File: src/rtl/control_sequencer.sv
// Purpose: microcoded T-state sequencer that decodes the IR opcode into one-cycle register/bus enables.
// Latency: enables are combinational within the current step; t_state/halted update on each rising edge.
// Backpressure: enable=0 freezes the step and zeroes enables; halted holds T0 until clear.
module control_sequencer (
    input  logic       clock,
    input  logic       clear,
    input  logic       enable,
    input  logic [3:0] opcode,
    input  logic       carry_flag,
    input  logic       zero_flag,
    output logic [2:0] t_state,
    output logic       halted,
    output logic       pc_out,
    output logic       pc_inc,
    output logic       pc_load,
    output logic       mar_load,
    output logic       ram_out,
    output logic       ram_in,
    output logic       ir_load,
    output logic       ir_out,
    output logic       a_load,
    output logic       a_out,
    output logic       b_load,
    output logic       alu_out,
    output logic       alu_sub,
    output logic       flags_load,
    output logic       out_load
);

    typedef enum logic [2:0] {
        T0 = 3'd0,
        T1 = 3'd1,
        T2 = 3'd2,
        T3 = 3'd3,
        T4 = 3'd4,
        T5 = 3'd5
    } tstep_e;

    localparam logic [3:0] OP_NOP = 4'h0;
    localparam logic [3:0] OP_LDA = 4'h1;
    localparam logic [3:0] OP_ADD = 4'h2;
    localparam logic [3:0] OP_SUB = 4'h3;
    localparam logic [3:0] OP_STA = 4'h4;
    localparam logic [3:0] OP_LDI = 4'h5;
    localparam logic [3:0] OP_JMP = 4'h6;
    localparam logic [3:0] OP_JC  = 4'h7;
    localparam logic [3:0] OP_JZ  = 4'h8;
    localparam logic [3:0] OP_OUT = 4'hE;
    localparam logic [3:0] OP_HLT = 4'hF;

    tstep_e step_q;
    logic   halted_q;
    logic   last_step;
    logic   run;

    assign t_state = step_q;
    assign halted  = halted_q;
    assign run     = !clear && enable && !halted_q;

    // Decide whether the current step ends the instruction. NOP's early end at T1
    // is the one place the opcode is consulted before the IR load lands.
    always_comb begin
        last_step = 1'b1;
        case (step_q)
            T0:      last_step = 1'b0;
            T1:      last_step = (opcode == OP_NOP);
            T2:      last_step = !(opcode inside {OP_LDA, OP_ADD, OP_SUB, OP_STA});
            T3:      last_step = !(opcode inside {OP_ADD, OP_SUB});
            default: last_step = 1'b1;
        endcase
    end

    // Step counter and halt latch; clear wins over everything, a frozen or halted
    // sequencer holds its state.
    always_ff @(posedge clock) begin
        if (clear) begin
            step_q   <= T0;
            halted_q <= 1'b0;
        end else if (enable && !halted_q) begin
            if (last_step || step_q == T5) begin
                step_q <= T0;
            end else begin
                step_q <= tstep_e'(step_q + 3'd1);
            end
            if (step_q == T2 && opcode == OP_HLT) begin
                halted_q <= 1'b1;
            end
        end
    end

    // Microcode decode: one set of enables per (step, opcode); all zero when not running.
    always_comb begin
        pc_out     = 1'b0;
        pc_inc     = 1'b0;
        pc_load    = 1'b0;
        mar_load   = 1'b0;
        ram_out    = 1'b0;
        ram_in     = 1'b0;
        ir_load    = 1'b0;
        ir_out     = 1'b0;
        a_load     = 1'b0;
        a_out      = 1'b0;
        b_load     = 1'b0;
        alu_out    = 1'b0;
        alu_sub    = 1'b0;
        flags_load = 1'b0;
        out_load   = 1'b0;
        if (run) begin
            case (step_q)
                T0: begin
                    pc_out   = 1'b1;
                    mar_load = 1'b1;
                end
                T1: begin
                    ram_out = 1'b1;
                    ir_load = 1'b1;
                    pc_inc  = 1'b1;
                end
                T2: begin
                    case (opcode)
                        OP_LDA, OP_ADD, OP_SUB, OP_STA: begin
                            ir_out   = 1'b1;
                            mar_load = 1'b1;
                        end
                        OP_LDI: begin
                            ir_out = 1'b1;
                            a_load = 1'b1;
                        end
                        OP_JMP: begin
                            ir_out  = 1'b1;
                            pc_load = 1'b1;
                        end
                        OP_JC: begin
                            ir_out  = 1'b1;
                            pc_load = carry_flag;
                        end
                        OP_JZ: begin
                            ir_out  = 1'b1;
                            pc_load = zero_flag;
                        end
                        OP_OUT: begin
                            a_out    = 1'b1;
                            out_load = 1'b1;
                        end
                        default: ;
                    endcase
                end
                T3: begin
                    case (opcode)
                        OP_LDA: begin
                            ram_out = 1'b1;
                            a_load  = 1'b1;
                        end
                        OP_ADD, OP_SUB: begin
                            ram_out = 1'b1;
                            b_load  = 1'b1;
                            alu_sub = (opcode == OP_SUB);
                        end
                        OP_STA: begin
                            a_out  = 1'b1;
                            ram_in = 1'b1;
                        end
                        default: ;
                    endcase
                end
                T4: begin
                    if (opcode == OP_ADD || opcode == OP_SUB) begin
                        alu_out    = 1'b1;
                        a_load     = 1'b1;
                        flags_load = 1'b1;
                        alu_sub    = (opcode == OP_SUB);
                    end
                end
                default: ;
            endcase
        end
    end

endmodule
File: config.mk
export PLATFORM = sky130hd
export DESIGN_NAME = control_sequencer
export DESIGN_NICKNAME = d
export VERILOG_FILES = /design/src/rtl/control_sequencer.sv
export SDC_FILE = /design/constraint.sdc
export NUM_CORES = 1
export LEC_CHECK = 0
export BUFFER_PORTS_ARGS = -buffer_cell sky130_fd_sc_hd__buf_2
export CAP_MARGIN = 40
export CELL_PAD_IN_SITES_DETAIL_PLACEMENT = 1
export CELL_PAD_IN_SITES_GLOBAL_PLACEMENT = 1
export CORE_MARGIN = 2
export CORE_UTILIZATION = 32
export CTS_BUF_LIST = sky130_fd_sc_hd__clkbuf_16
export DETAILED_ROUTE_END_ITERATION = 12
export PLACE_DENSITY_LB_ADDON = 0.2
export SYNTH_ARGS = -nofsm -noshare
export SYNTH_HDL_FRONTEND = slang
export SYNTH_SLANG_ARGS = --single-unit
File: constraint.sdc
create_clock -name clock -period 4.2 [get_ports clock]
set_clock_uncertainty 0.05 [all_clocks]
set_input_delay 0.63 -clock clock [delete_from_list [all_inputs] [get_ports clock]]
set_output_delay 0.63 -clock clock [all_outputs]
set_load 0.1 [all_outputs]
==> reports/qor.yml, run 1 <==
clkTransAtPathRegs_ps: 30
post_cts_buffers: 0
hold_class: "reg2reg"
final_common_cell: "buf_2"
synth_nets: 92
r2r-start: "t_state[2]"
final_nets: 118
die_y_um: 45.9
ys.warnings.count: 0
hold_violations: 0
cts_tree: "done"
synth_area_per_cell_um2: 7.22
worstHoldEndpoint: "halted"
vias_per_cell: 5.66
core_mm2: 0.00169
cts_buffers: 3
hold_depth: 1
detail-route-antenna-nets: 0
fillCellCount: 221
grt_setup_unrepaired: "no"
stdcell_area_um2: 771
start_util_pct: 33.3
drc: 0
crit_arrival_ps: 2030
drv_slew: 0
antenna_found_initial: 0
grt_max_degree: 13
timing_worst_setup_path_type: "in2out"
cts_sinks: 4
p_per_area_mw_per_mm2: 357
final.period_utilization_pct: 64.6
rrSetupSlack_ps: 2350
fin_crit_ps: 2710
final-seq-area_um2: 80.1
leakage_nw: 0.401
relSlewSlack_pct: 65.5
r2r_cells: 4
drtPass1Iterations: 4
drive_gt1_share_pct: 35.3
dr_total_vias: 674
drt_iter0_markers: 8
synthFlopType: "dfxtp_1"
ys_async_sr_fraction_pct: 0
dpl-instance-area_um2: 696
placement.io_buffers: 27
postCtsHoldBufs: 0
wl_per_cell_um: 14.9
cp_max_fo: 5
synth.distinct_cells: 37
fp.dieW_um: 45.9
tns_ps: 0
max_freq_mhz: 369
synth-edff-count: 0
cts_resized: 0
power.total_mw: 0.275
grt_overflow: 0
layout_common_cells: "27 x buf_2, 7 x inv_1, 5 x nor2_1, 5 x nand2_1, 5 x ha_1"
cts-root-buf: "clkbuf_16"
multi_input_area_um2: 425
rows: 15
min_from: "halted"
diodes: 0
end_kind: "primary output"
syn_area_um2: 563
startpoint_type: "input pin"
tightestPinTransition_ps: 512
syn2layout_area_growth_pct: 36.9
place.gp.congestion: 0.809
pin_count: 28
dpl.hpwl_um: 1410
reg2reg_to: "t_state[1]"
syn_inst: 78
outcome: "finished clean"
grt_use_total_pct: 19.0
cap_violations: 0
clk_path_buf_depth: 2
vdd_drop_max_v: 0.000198
finalSetupViolCount: 0
synth_seq_area_share_pct: 14.2
grt_pass1_vias: 612
cp_data_required_time_ps: 3520
grt_pass1_wl_um: 2810
cts.htree.levels: 1
wirelength_um: 1770
clock_latency_ps: 220
ys_ff_latch: 4
die_area_mm2: 0.00211
## per-stage QoR
step / hold slack (ps) / utilization [%] / worst slack [ps] / cells
2_1_floorplan: 760 / - / 58.1 / 78
3_3_place_gp: 471 / 41.2 / 1510 / 116
3_5_place_dp: 480 / 41.2 / 1490 / 116
4_1_cts: 483 / 45.6 / 1480 / 119
5_1_grt: 513 / 45.6 / 1400 / 119
6_report: 483 / 45.6 / 1490 / 119
## final cells by class
cell class,count,area share [%]
Clock buffer,3,9.74
Sequential cell,4,10.4
Timing Repair Buffer,28,18.5
Multi-Input combinational cell,60,55.2
Inverter,7,3.41
Tap cell,17,2.76
## cell families (layout without fill, tap and decap cells)
logic type	after synthesis	after routing	share of synthesized area, %
AND/OR/NAND/NOR	39	39	42.0
AO/OA/AOI/OAI	16	16	20.7
buffers and inverters	14	38	12.0
adder cells (fa/ha/maj)	5	5	11.1
flip-flops	4	4	14.2
## per-layer routing
| layer | global-route usage, % | part of all wire (%) |
|---|---|---|
| met1 | 24.1 | 47 |
| met2 | 29.7 | 47 |
| met3 | 3.57 | 4.2 |
| met4 | 10.3 | 2.4 |
| met5 | 0 | 0 |
## worst max-delay path by stage
stage / startpoint / end / slack, ps
after floorplan: t_state[1] / mar_load / 60
after global placement: clear / a_load / 1510
after detailed placement: clear / a_load / 1490
after CTS: clear / a_load / 1480
after global routing: t_state[2] / a_load / 1400
final: clear / a_load / 1490
## synthesized netlist by cell type (3+ instances only)
library cell | instances | area (um^2)
ha_1 | 5 | 62.6
dfxtp_1 | 4 | 80.1
nand2b_1 | 3 | 18.8
nand3_1 | 4 | 20.0
nor2_1 | 5 | 18.8
o31ai_1 | 3 | 22.5
nand2_1 | 5 | 18.8
clkbuf_1 | 4 | 15.0
inv_1 | 7 | 26.3
a21oi_1 | 3 | 15.0
and3_1 | 4 | 25.0
## registers in the layout, summed over array words and instances, names as in the netlist
| name | cells |
|---|---|
| halted | 1 |
| t_state | 3 |
## power by group
part           switching (mW)  internal (mW)
clock network          0.0265          0.122
registers             0.00371         0.0405
logic                  0.0633         0.0196
total                  0.0935          0.182
## critical path, stage by stage
cell and delay [ps]:
buf_2 120, or3b_2 500, nor2_1 170, a2bb2oi_1 170, buf_2 440
(Power assumes the default switching activity.)
==> run 2: changes to the inputs <==
--- a/config.mk
+++ b/config.mk
@@ -10,7 +10,7 @@
 export CELL_PAD_IN_SITES_DETAIL_PLACEMENT = 1
 export CELL_PAD_IN_SITES_GLOBAL_PLACEMENT = 1
 export CORE_MARGIN = 2
-export CORE_UTILIZATION = 32
+export CORE_UTILIZATION = 30
 export CTS_BUF_LIST = sky130_fd_sc_hd__clkbuf_16
 export DETAILED_ROUTE_END_ITERATION = 12
 export PLACE_DENSITY_LB_ADDON = 0.2
==> constraint.sdc (replaced) <==
create_clock -name clock -period 2.8 [get_ports clock]
set_clock_uncertainty 0.05 [all_clocks]
set_input_delay 0.42 -clock clock [delete_from_list [all_inputs] [get_ports clock]]
set_output_delay 0.42 -clock clock [all_outputs]
set_load 0.1 [all_outputs]
==> reports/qor.yml, run 2 (same netlist as run 1, synthesis figures left out) <==
outcome: "finished clean"
cp_data_required_time_ps: 2330  # -1190 ps
fp.dieW_um: 47.3  # +3.0%
tns_ps: 0  # unchanged
postCtsHoldBufs: 0  # unchanged
detail-route-antenna-nets: 0  # unchanged
clock_latency_ps: 230  # about the same
fin_crit_ps: 2520
vias_per_cell: 5.40  # -4.6%
placement.io_buffers: 27  # unchanged
end_kind: "primary output"
start_util_pct: 32.3  # -1.1 points
wirelength_um: 1990  # +12%
vdd_drop_max_v: 0.000260  # +31%
fillCellCount: 230  # +4.1%
grt_pass1_wl_um: 3120  # +11%
drive_gt1_share_pct: 46.1  # +11 points
relSlewSlack_pct: 57.2  # -8.4 points
final_common_cell: "buf_2"
timing_worst_setup_path_type: "reg2out"
max_freq_mhz: 397
grt_setup_unrepaired: "no"
wl_per_cell_um: 15.6  # +5.0%
die_y_um: 47.3  # +3.0%
rows: 15  # unchanged
hold_class: "reg2reg"
r2r-start: "t_state[2]"
leakage_nw: 0.410  # +2.2%
drtPass1Iterations: 3  # -1
crit_arrival_ps: 2050  # +20 ps
largest_reg_flops: 3  # unchanged
cts_buffers: 3  # unchanged
drv_slew: 0  # unchanged
startpoint_type: "flip-flop"
cap_violations: 0  # unchanged
syn2layout_area_growth_pct: 50.9
p_switching_mw: 0.152  # +62%
drt_iter0_markers: 9  # +1
place.gp.congestion: 0.806  # -0.35%
hold_slack_ps: 464  # -18.6 ps
dpl.hpwl_um: 1440  # +2.6%
diodes: 0  # unchanged
stdcell_area_um2: 850  # +10%
grt_pass1_vias: 658  # +7.5%
seqPwrFrac_pct: 15.7  # -0.4 points
grt_max_degree: 13  # unchanged
finalSetupViolCount: 0  # unchanged
finalCoreUtilization_pct: 48.7  # +3.0 points
clkPwrFrac_pct: 53.2  # -0.6 points
die_area_mm2: 0.00224  # +6.1%
pin_count: 28  # unchanged
swShare_pct: 35.4  # +1.5 points
cts.htree.levels: 1  # unchanged
final_nets: 118  # unchanged
cell_internal_pwr_mw: 0.276  # +52%
p_per_area_mw_per_mm2: 504  # +41%
antenna_found_initial: 0  # unchanged
tightestPinTransition_ps: 637  # +124 ps
rrSetupSlack_ps: 1010  # -1340 ps
drc: 0  # unchanged
cp-startpoint: "halted"
cts_resized: 0  # unchanged
cts_sinks: 4  # unchanged
post_cts_buffers: 0  # unchanged
grt_use_total_pct: 20.8  # +1.8 points
pwr-share-comb_pct: 31.1  # +1.0 points
core_mm2: 0.00175  # +3.3%
dpl-instance-area_um2: 774  # +11%
final.period_utilization_pct: 90.0
dr_total_vias: 686  # +1.8%
cp_max_fo: 5  # unchanged
clk_path_buf_depth: 2  # unchanged
grt_overflow: 0  # unchanged
cts_tree: "done"
hold_violations: 0  # unchanged
layout_common_cells: "27 x buf_2, 7 x inv_1, 5 x nand2_1, 5 x ha_1"
cts-root-buf: "clkbuf_16"
clkTransAtPathRegs_ps: 30  # about the same
min_from: "t_state[0]"
==> run 2: cell counts in the layout (fill, tap and decap cells not counted) <==
Identical to the previous run, type by type.
==> run 2: final cells by class <==
| type | count | area [um^2] | share of cell area [%] |
|---|---|---|---|
| multi-input combinational | 60 | 490 | 57.7 |
| clock buffer | 3 | 75.1 | 8.84 |
| inverter | 7 | 26.3 | 3.09 |
| timing repair buffer | 28 | 143 | 16.8 |
| tap | 25 | 31.3 | 3.68 |
| sequential | 4 | 83.8 | 9.87 |
==> run 2: worst paths after layout <==
| path | end | cells after the start |
|---|---|---|
| worst max-delay path | alu_sub | 4 |
| worst min-delay path | t_state[0] | 2 |
| worst max register to register | t_state[1] | 4 |
| worst min register to register | t_state[0] | 2 |
==> run 2: routing by layer <==
layer | GRT usage (%) | share of wire, %
met1 | 23.6 | 40
met2 | 35.9 | 54
met3 | 2.69 | 3.6
met4 | 13.3 | 2.3
met5 | 0 | 0
==> run 2: per-stage QoR <==
stage | setup WS, ps | cells | power [mW]
after global routing | 214 | 127 | 0.443
after global placement | 375 | 124 | 0.198
after detailed placement | 334 | 124 | 0.200
after CTS | 271 | 127 | 0.430
final | 280 | 127 | 0.428
after floorplan | 19.0 | 78 | 0.174
==> run 2: worst max-delay path, stage by stage (launching register included) <==
cell and delay (ps):
dfxtp_1 340, or3b_2 600, nor2_1 260, and3_2 210, buf_2 410
==> run 2: power groups by stage <==
stage	logic, mW	clock network [mW]	registers (mW)
after floorplan	0.0849	0	0.0893
after global placement	0.130	0	0.0676
after detailed placement	0.132	0	0.0678
after CTS	0.134	0.229	0.0673
after global routing	0.142	0.233	0.0680
final	0.133	0.228	0.0671
